`src/rtl/fft_butterfly_if.sv`:
```
// Handshake and data bundle for the radix-2 butterfly: operand/twiddle input side
// plus the Y0/Y1 result side, each with its own valid/ready pair.
interface fft_butterfly_if #(
  parameter int WIDTH = 16
) ();
  logic                    in_valid;
  logic                    in_ready;
  logic signed [WIDTH-1:0] a_re, a_im;
  logic signed [WIDTH-1:0] b_re, b_im;
  logic signed [WIDTH-1:0] tw_re, tw_im;
  logic                    out_valid;
  logic                    out_ready;
  logic signed [WIDTH-1:0] y0_re, y0_im;
  logic signed [WIDTH-1:0] y1_re, y1_im;

  modport master (
    output in_valid, a_re, a_im, b_re, b_im, tw_re, tw_im, out_ready,
    input  in_ready, out_valid, y0_re, y0_im, y1_re, y1_im
  );

  modport slave (
    input  in_valid, a_re, a_im, b_re, b_im, tw_re, tw_im, out_ready,
    output in_ready, out_valid, y0_re, y0_im, y1_re, y1_im
  );
endinterface

```
`src/rtl/fft_butterfly.sv`:
```
// Radix-2 DIT butterfly Y0 = A + W*B, Y1 = A - W*B in Q1.(WIDTH-1), with a
// stall-as-a-whole valid/ready pipe, optional 1/2 scaling and a sticky overflow flag.
module fft_butterfly #(
  parameter int WIDTH = 16,
  parameter int SCALE = 1
) (
  input  logic           clk,
  input  logic           rst,
  fft_butterfly_if.slave bus,
  output logic           ovf
);
  localparam int PW = 2 * WIDTH;
  localparam int TW = 2 * WIDTH + 1;
  localparam int SW = WIDTH + 1;

  localparam logic signed [TW-1:0] T_MAX = {{(TW-WIDTH+1){1'b0}}, {(WIDTH-1){1'b1}}};
  localparam logic signed [TW-1:0] T_MIN = {{(TW-WIDTH+1){1'b1}}, {(WIDTH-1){1'b0}}};
  localparam logic signed [TW-1:0] RND   = {{(TW-WIDTH+1){1'b0}}, 1'b1, {(WIDTH-2){1'b0}}};
  localparam logic signed [SW-1:0] S_MAX = {2'b00, {(WIDTH-1){1'b1}}};
  localparam logic signed [SW-1:0] S_MIN = {2'b11, {(WIDTH-1){1'b0}}};

  function automatic logic signed [WIDTH-1:0] sat_t(input logic signed [TW-1:0] x);
    if (x > T_MAX)      return T_MAX[WIDTH-1:0];
    else if (x < T_MIN) return T_MIN[WIDTH-1:0];
    else                return x[WIDTH-1:0];
  endfunction

  function automatic logic clip_t(input logic signed [TW-1:0] x);
    return (x > T_MAX) || (x < T_MIN);
  endfunction

  function automatic logic signed [WIDTH-1:0] sat_s(input logic signed [SW-1:0] x);
    if (x > S_MAX)      return S_MAX[WIDTH-1:0];
    else if (x < S_MIN) return S_MIN[WIDTH-1:0];
    else                return x[WIDTH-1:0];
  endfunction

  function automatic logic clip_s(input logic signed [SW-1:0] x);
    return (x > S_MAX) || (x < S_MIN);
  endfunction

  logic adv;
  logic v0, v1, v2;
  logic signed [WIDTH-1:0] a0_re, a0_im, b0_re, b0_im, w0_re, w0_im;
  logic signed [WIDTH-1:0] a1_re, a1_im, a2_re, a2_im;
  logic signed [PW-1:0]    prr, pii, pri, pir;
  logic signed [WIDTH-1:0] t_re, t_im;

  logic signed [TW-1:0]    t_re_w, t_im_w;
  logic signed [WIDTH-1:0] t_re_n, t_im_n;
  logic                    t_clip;
  logic signed [SW-1:0]    s_re, s_im, d_re, d_im;
  logic signed [WIDTH-1:0] y0_re_n, y0_im_n, y1_re_n, y1_im_n;
  logic                    s_clip;

  assign adv         = !bus.out_valid || bus.out_ready;
  assign bus.in_ready = adv;

  always_comb begin
    t_re_w = (TW'(prr) - TW'(pii) + RND) >>> (WIDTH - 1);
    t_im_w = (TW'(pri) + TW'(pir) + RND) >>> (WIDTH - 1);
    t_re_n = sat_t(t_re_w);
    t_im_n = sat_t(t_im_w);
    t_clip = v1 && (clip_t(t_re_w) || clip_t(t_im_w));

    s_re = SW'(a2_re) + SW'(t_re);
    s_im = SW'(a2_im) + SW'(t_im);
    d_re = SW'(a2_re) - SW'(t_re);
    d_im = SW'(a2_im) - SW'(t_im);
    // A halved WIDTH+1-bit sum always fits WIDTH bits, so the scaled path never clips.
    if (SCALE != 0) begin
      y0_re_n = s_re[SW-1:1];
      y0_im_n = s_im[SW-1:1];
      y1_re_n = d_re[SW-1:1];
      y1_im_n = d_im[SW-1:1];
      s_clip  = 1'b0;
    end else begin
      y0_re_n = sat_s(s_re);
      y0_im_n = sat_s(s_im);
      y1_re_n = sat_s(d_re);
      y1_im_n = sat_s(d_im);
      s_clip  = v2 && (clip_s(s_re) || clip_s(s_im) || clip_s(d_re) || clip_s(d_im));
    end
  end

  // Operands are captured first so the multipliers see registered inputs;
  // products, twiddled B and the final sums follow, giving three edges to out_valid.
  always_ff @(posedge clk) begin
    if (rst) begin
      v0            <= 1'b0;
      v1            <= 1'b0;
      v2            <= 1'b0;
      bus.out_valid <= 1'b0;
      ovf           <= 1'b0;
      bus.y0_re     <= '0;
      bus.y0_im     <= '0;
      bus.y1_re     <= '0;
      bus.y1_im     <= '0;
    end else if (adv) begin
      v0    <= bus.in_valid;
      a0_re <= bus.a_re;
      a0_im <= bus.a_im;
      b0_re <= bus.b_re;
      b0_im <= bus.b_im;
      w0_re <= bus.tw_re;
      w0_im <= bus.tw_im;

      v1    <= v0;
      a1_re <= a0_re;
      a1_im <= a0_im;
      prr   <= PW'(b0_re) * PW'(w0_re);
      pii   <= PW'(b0_im) * PW'(w0_im);
      pri   <= PW'(b0_re) * PW'(w0_im);
      pir   <= PW'(b0_im) * PW'(w0_re);

      v2    <= v1;
      a2_re <= a1_re;
      a2_im <= a1_im;
      t_re  <= t_re_n;
      t_im  <= t_im_n;

      bus.out_valid <= v2;
      bus.y0_re     <= y0_re_n;
      bus.y0_im     <= y0_im_n;
      bus.y1_re     <= y1_re_n;
      bus.y1_im     <= y1_im_n;

      if (t_clip || s_clip) ovf <= 1'b1;
    end
  end
endmodule

```
`src/flat_wrapper.sv`:
```
// flat-port wrapper written by rule: the top's interface ports become plain ports
module fft_butterfly_flat 
#(
  parameter int WIDTH = 16,
  parameter int SCALE = 1
)
  (clk, rst, ovf, bus_in_valid, bus_a_re, bus_a_im, bus_b_re, bus_b_im, bus_tw_re, bus_tw_im, bus_out_ready, bus_in_ready, bus_out_valid, bus_y0_re, bus_y0_im, bus_y1_re, bus_y1_im);
  fft_butterfly_if #(.WIDTH(WIDTH)) bus_i ();
  input  logic clk;
  input  logic rst;
  output logic ovf;
  input wire logic [$bits(bus_i.in_valid)-1:0] bus_in_valid;
  input wire logic [$bits(bus_i.a_re)-1:0] bus_a_re;
  input wire logic [$bits(bus_i.a_im)-1:0] bus_a_im;
  input wire logic [$bits(bus_i.b_re)-1:0] bus_b_re;
  input wire logic [$bits(bus_i.b_im)-1:0] bus_b_im;
  input wire logic [$bits(bus_i.tw_re)-1:0] bus_tw_re;
  input wire logic [$bits(bus_i.tw_im)-1:0] bus_tw_im;
  input wire logic [$bits(bus_i.out_ready)-1:0] bus_out_ready;
  output wire logic [$bits(bus_i.in_ready)-1:0] bus_in_ready;
  output wire logic [$bits(bus_i.out_valid)-1:0] bus_out_valid;
  output wire logic [$bits(bus_i.y0_re)-1:0] bus_y0_re;
  output wire logic [$bits(bus_i.y0_im)-1:0] bus_y0_im;
  output wire logic [$bits(bus_i.y1_re)-1:0] bus_y1_re;
  output wire logic [$bits(bus_i.y1_im)-1:0] bus_y1_im;
  assign bus_i.in_valid = bus_in_valid;
  assign bus_i.a_re = bus_a_re;
  assign bus_i.a_im = bus_a_im;
  assign bus_i.b_re = bus_b_re;
  assign bus_i.b_im = bus_b_im;
  assign bus_i.tw_re = bus_tw_re;
  assign bus_i.tw_im = bus_tw_im;
  assign bus_i.out_ready = bus_out_ready;
  assign bus_in_ready = bus_i.in_ready;
  assign bus_out_valid = bus_i.out_valid;
  assign bus_y0_re = bus_i.y0_re;
  assign bus_y0_im = bus_i.y0_im;
  assign bus_y1_re = bus_i.y1_re;
  assign bus_y1_im = bus_i.y1_im;
  fft_butterfly #(.WIDTH(WIDTH), .SCALE(SCALE)) u_core (.clk(clk), .rst(rst), .bus(bus_i), .ovf(ovf));
endmodule
```
`config.mk`:
```
export PLATFORM = sky130hd
export DESIGN_NAME = fft_butterfly_flat
export DESIGN_NICKNAME = d
export VERILOG_FILES = /design/src/rtl/fft_butterfly_if.sv /design/src/rtl/fft_butterfly.sv /design/src/flat_wrapper.sv
export SDC_FILE = /design/constraint.sdc
export NUM_CORES = 2
export LEC_CHECK = 0
export CAP_MARGIN = 40
export CORE_MARGIN = 2
export CORE_UTILIZATION = 61
export DETAILED_ROUTE_END_ITERATION = 6
export PLACE_DENSITY = 0.87
export SYNTH_ARGS = -nofsm -noshare
export SYNTH_HDL_FRONTEND = slang
export SYNTH_SLANG_ARGS = --single-unit
```
`constraint.sdc`:
```
create_clock -name clk -period 19.3 [get_ports clk]
set_clock_uncertainty 0.05 [all_clocks]
set_input_delay 1.93 -clock clk [delete_from_list [all_inputs] [get_ports clk]]
set_output_delay 1.93 -clock clk [all_outputs]
set_load 0.01 [all_outputs]
```
# == Word level (Yosys, flattened, before mapping) ==
# Index checks and enable logic that the tools add are counted.
# totals
ff_bits,389
input_bits,100
output_inout_bits,67
elab_cells,52
# classes
add_sub_neg,8
mul,4
n_lt_le_gt_ge,4
muxes,2
n_bitwise,1
n_reduce_logical,8
# ops
cell,count
16-bit by 16-bit multiplier with 32-bit output,4
"33-bit by 16-bit adder with 33-bit output, second input constant",2
"18-bit by 16-bit greater-than comparator with 1-bit output, second input constant",2
"18-bit by 16-bit less-than comparator with 1-bit output, second input constant",2
16-bit by 16-bit adder with 17-bit output,2
16-bit by 16-bit subtractor with 17-bit output,2
32-bit by 32-bit adder with 33-bit output,1
32-bit by 32-bit subtractor with 33-bit output,1
16-bit 2-to-1 mux,2
1-bit logical OR,4
2-bit AND reduction,2
1-bit logical AND,1
1-bit zero test,1
1-bit NOT,1

# == Logic depth before layout (Yosys ltp) ==
# depth
ltp_word,7
mapped_depth,25
depth_no_buf,23

# == Least setup slack after synthesis ==
# No wires, ideal clock.
# synth_timing
path_kind,input to register
start,input rst
end,register u_core.bus.y1_im[13]
setup_ps,133
t_arrival_ps,16529
required_ps,19117
slack_ps,2589
stages,3
n_path_buf,1
cell_sequence,clkbuf_1 -> nor2_1 -> a32o_1
# synth_rtl
element,line_no,source
from (decl),flat_wrapper.sv:10,input logic rst;
to (signal assigned),fft_butterfly.sv:126,bus.y1_im <= y1_im_n;
to (decl),fft_butterfly_if.sv:23,"output in_ready, out_valid, y0_re, y0_im, y1_re, y1_im"

# == Worst setup path in the final report ==
# layout_timing
start,register u_core.b0_im[7]
end,"register u_core.pir[31], data pin"
# layout_between
elab_chain_len,1
# layout_lines
element,line_no,source
from (decl),fft_butterfly.sv:44,"logic signed [WIDTH-1:0] a0_re, a0_im, b0_re, b0_im, w0_re, w0_im;"
from (signal assigned),fft_butterfly.sv:104,b0_im <= bus.b_im;
16-bit by 16-bit multiplier with 32-bit output,fft_butterfly.sv:114,pir <= PW'(b0_im) * PW'(w0_re);
to (signal assigned),fft_butterfly.sv:114,
to (decl),fft_butterfly.sv:46,"logic signed [PW-1:0] prr, pii, pri, pir;"
# No other way between the ends.
# A chain may end at the register's enable or synchronous reset.

==> results.py <==
metrics = {
    "run_status": {
        "status": "completed",
    },
    "timing": {
        "final.period_utilization_pct": 38.4,
        "tns_ns": 0,
        "layout_min_cycle_time_ns": 7.41,
        "rsz0062_at_grt": "no",
        "slew_headroom_pct": 40.8,
        "drv_slew": 0,
        "fmax_mhz": 135,
        "worstMarginPinSlew_ns": 0.888,
        "setup_viol": 0,
        "hold_viol": 0,
    },
    "job": {
        "drv_cap": 0,
    },
    "setup_path": {
        "start_kind": "flip-flop",
        "worstSetupPathType": "reg -> reg",
        "crit_top_cell": "fa_1",
        "crit_path_top_delay_cell": "edfxtp_1",
        "max_stage_delay_ns": 0.91,
        "r2r_cells": 23,
        "worstSetupEndpointType": "flip-flop",
        "cp_cell_sequence": "nand2_1, fa_1, inv_1, fa_1, inv_1, fa_1, inv_1, fa_1, fa_1, inv_1, fa_1, inv_1, ha_1, a21o_1, a21o_1, a21oi_1, nor3_1, a2111oi_0, o21ai_0, a211oi_1, o31a_1, o21bai_1, xnor2_1",
        "cp.arrival_ns": 7.76,
        "crit_fanout": 21,
        "worstPathRequired_ns": 19.64,
    },
    "clock_network": {
        "cts_tree": "done",
        "cts_resized": 0,
        "holdBufCountCts": 0,
        "insertion_delay_ns": 0.67,
        "path_clk_slew_ns": 0.06,
        "clock-sinks": 389,
        "cts.htree.levels": 2,
        "clock_path_buffers": 3,
        "cts-root-buf": "clkbuf_16",
        "post-cts-setup-buffers": 0,
        "numCtsBuffers": 48,
    },
    "cells_and_area": {
        "drive_above_1_share_pct": 3.27,
        "area_growth_pct": 8.09,
        "final_cell_mix": "inv_1, fa_1, nand2_1, ha_1, and2_1",
        "nets": 7467,
        "layout.cells.most_common": "inv_1",
        "nFillCells": 6797,
    },
    "drt": {
        "route.vias.total": 40600,
        "drt_iter0_drc": 3126,
        "wire_per_inst_um": 19.9,
        "ant_nets": 0,
        "viasPerCell": 5.72,
        "drt_wl_total_um": 141000,
        "first_pass_iters": 6,
        "drc_errors": 0,
    },
    "synth": {
        "synth_edf_count": 320,
        "synth_cell_type_count": 74,
        "ys_seq_elements": 389,
        "async_reset_ff_share_pct": 0,
        "synthTopCellsByArea": "fa_1, edfxtp_1, ha_1",
        "synth_warnings": 0,
        "avgSynthCellArea_um2": 9.96,
        "synth_cells": 5748,
        "ys_seq_area_share_pct": 19.2,
        "synth_top_area_cell": "fa_1",
        "syn_nets": 7410,
        "synth_top_area_share_pct": 36.8,
        "syn_area_um2": 57200,
        "synthFlopType": "edfxtp_1",
    },
    "grt": {
        "grt_pass1_wl_um": 230000,
        "grtUsageTotal_pct": 30.9,
        "grt_overflow_total": 0,
        "grt_pass1_vias": 44200,
        "grt_max_degree": 94,
        "antenna_found_initial": 4,
    },
    "worst_hold_path": {
        "whs_path_depth": 0,
        "hold_class": "reg -> reg",
    },
    "die": {
        "fp.dieH_um": 310,
        "fp-row-count": 112,
        "core_um2": 93200,
        "start_util_pct": 61.4,
        "chipWidth_um": 310,
        "pin_count": 167,
        "fp.dieArea_um2": 96300,
    },
    "placement": {
        "routabilityCongestion": 0.952,
        "io_buffers": 166,
        "hpwl_um": 108000,
    },
}
-- final timing paths --
check                                                start                         end  slack [ns]
worst max-delay path             u_core.b0_im[7]$_DFFE_PP_    u_core.pir[31]$_DFFE_PP_       11.89
worst min-delay path            u_core.a1_re[12]$_DFFE_PP_  u_core.a2_re[12]$_DFFE_PP_        0.36
worst max register to register   u_core.b0_im[7]$_DFFE_PP_    u_core.pir[31]$_DFFE_PP_       11.89
worst min register to register  u_core.a1_re[12]$_DFFE_PP_  u_core.a2_re[12]$_DFFE_PP_        0.36
-- through the flow --
step	instances	worst slack [ns]	utilization [%]	cell area, um2	hold WS, ns
after global routing	7097	11.48	66.4	61900	0.370
after global placement	7005	11.98	64.5	60100	0.351
after CTS	7097	12.00	66.4	61900	0.364
after floorplan	5748	2.59	-	57200	0.350
final	7099	11.89	66.4	61900	0.365
after detailed placement	7009	12.02	64.6	60200	0.355
-- registers in the layout (all words and copies together) (netlist names), 32 cells and up --
name / cells
u_core.prr: 32
u_core.pir: 32
u_core.pii: 32
u_core.pri: 32
-- metal layers --
layer	vias to the layer above	track usage, %	wire [um]
met2	1966	51.4	67200
li1	17800	-	-
met4	2	16.6	8840
met1	20300	38.7	52500
met3	498	5.52	12900
met5	-	0	12
-- cell usage after synthesis, types with 19 or more instances --
cell type / instances
o21a_1: 31
and2_1: 504
a21o_1: 74
fa_1: 1052
nor2_1: 194
clkbuf_1: 223
or3_1: 19
nor3_1: 41
ha_1: 510
xnor2_1: 164
dfxtp_1: 69
nor2b_1: 23
edfxtp_1: 320
nand2_1: 572
and3_1: 22
a211oi_1: 61
a21oi_1: 179
o21ai_0: 97
inv_1: 1241
xor2_1: 47
nand2b_1: 32
o21bai_1: 43
nand3_1: 36
-- critical path: cells and delay by family (launching register included) --
family / cells / cell delay, ns
adders and majority gates: 7 / 3.50
AOI/OAI and AO/OA: 8 / 2.03
xor gates and xnor gates: 1 / 0.12
buffers and inverters: 5 / 0.28
and+or+nand+nor: 2 / 0.25
DFF: 1 / 0.91
-- kinds of logic (layout without fill, tap and decap cells) --
group / after synthesis / in the layout / synth area share (%)
compound gates: 609 / 609 / 6.95
xor+xnor: 211 / 211 / 3.23
fa+ha+maj: 1562 / 1562 / 47.9
buf+inv: 1477 / 1572 / 9.69
flops: 389 / 389 / 19.2
mux: 3 / 3 / 0.0547
other cells: 0 / 2 / 0
simple gates: 1497 / 1497 / 12.9
-- area by class of cell --
class	instances	area, um2	share of cell area [%]
Clock inverter	31	373	0.603
Antenna cell	2	5.00	0.00809
Sequential cell	389	11000	17.8
Clock buffer	57	1260	2.04
Timing Repair Buffer	241	2290	3.70
Multi-Input combinational cell	3882	40700	65.8
Tap cell	1254	1570	2.54
Inverter	1243	4670	7.54
Power is left out: the tool's default activity adds up to more than one toggle a clock period on the data nets, which glitch-free logic cannot reach.
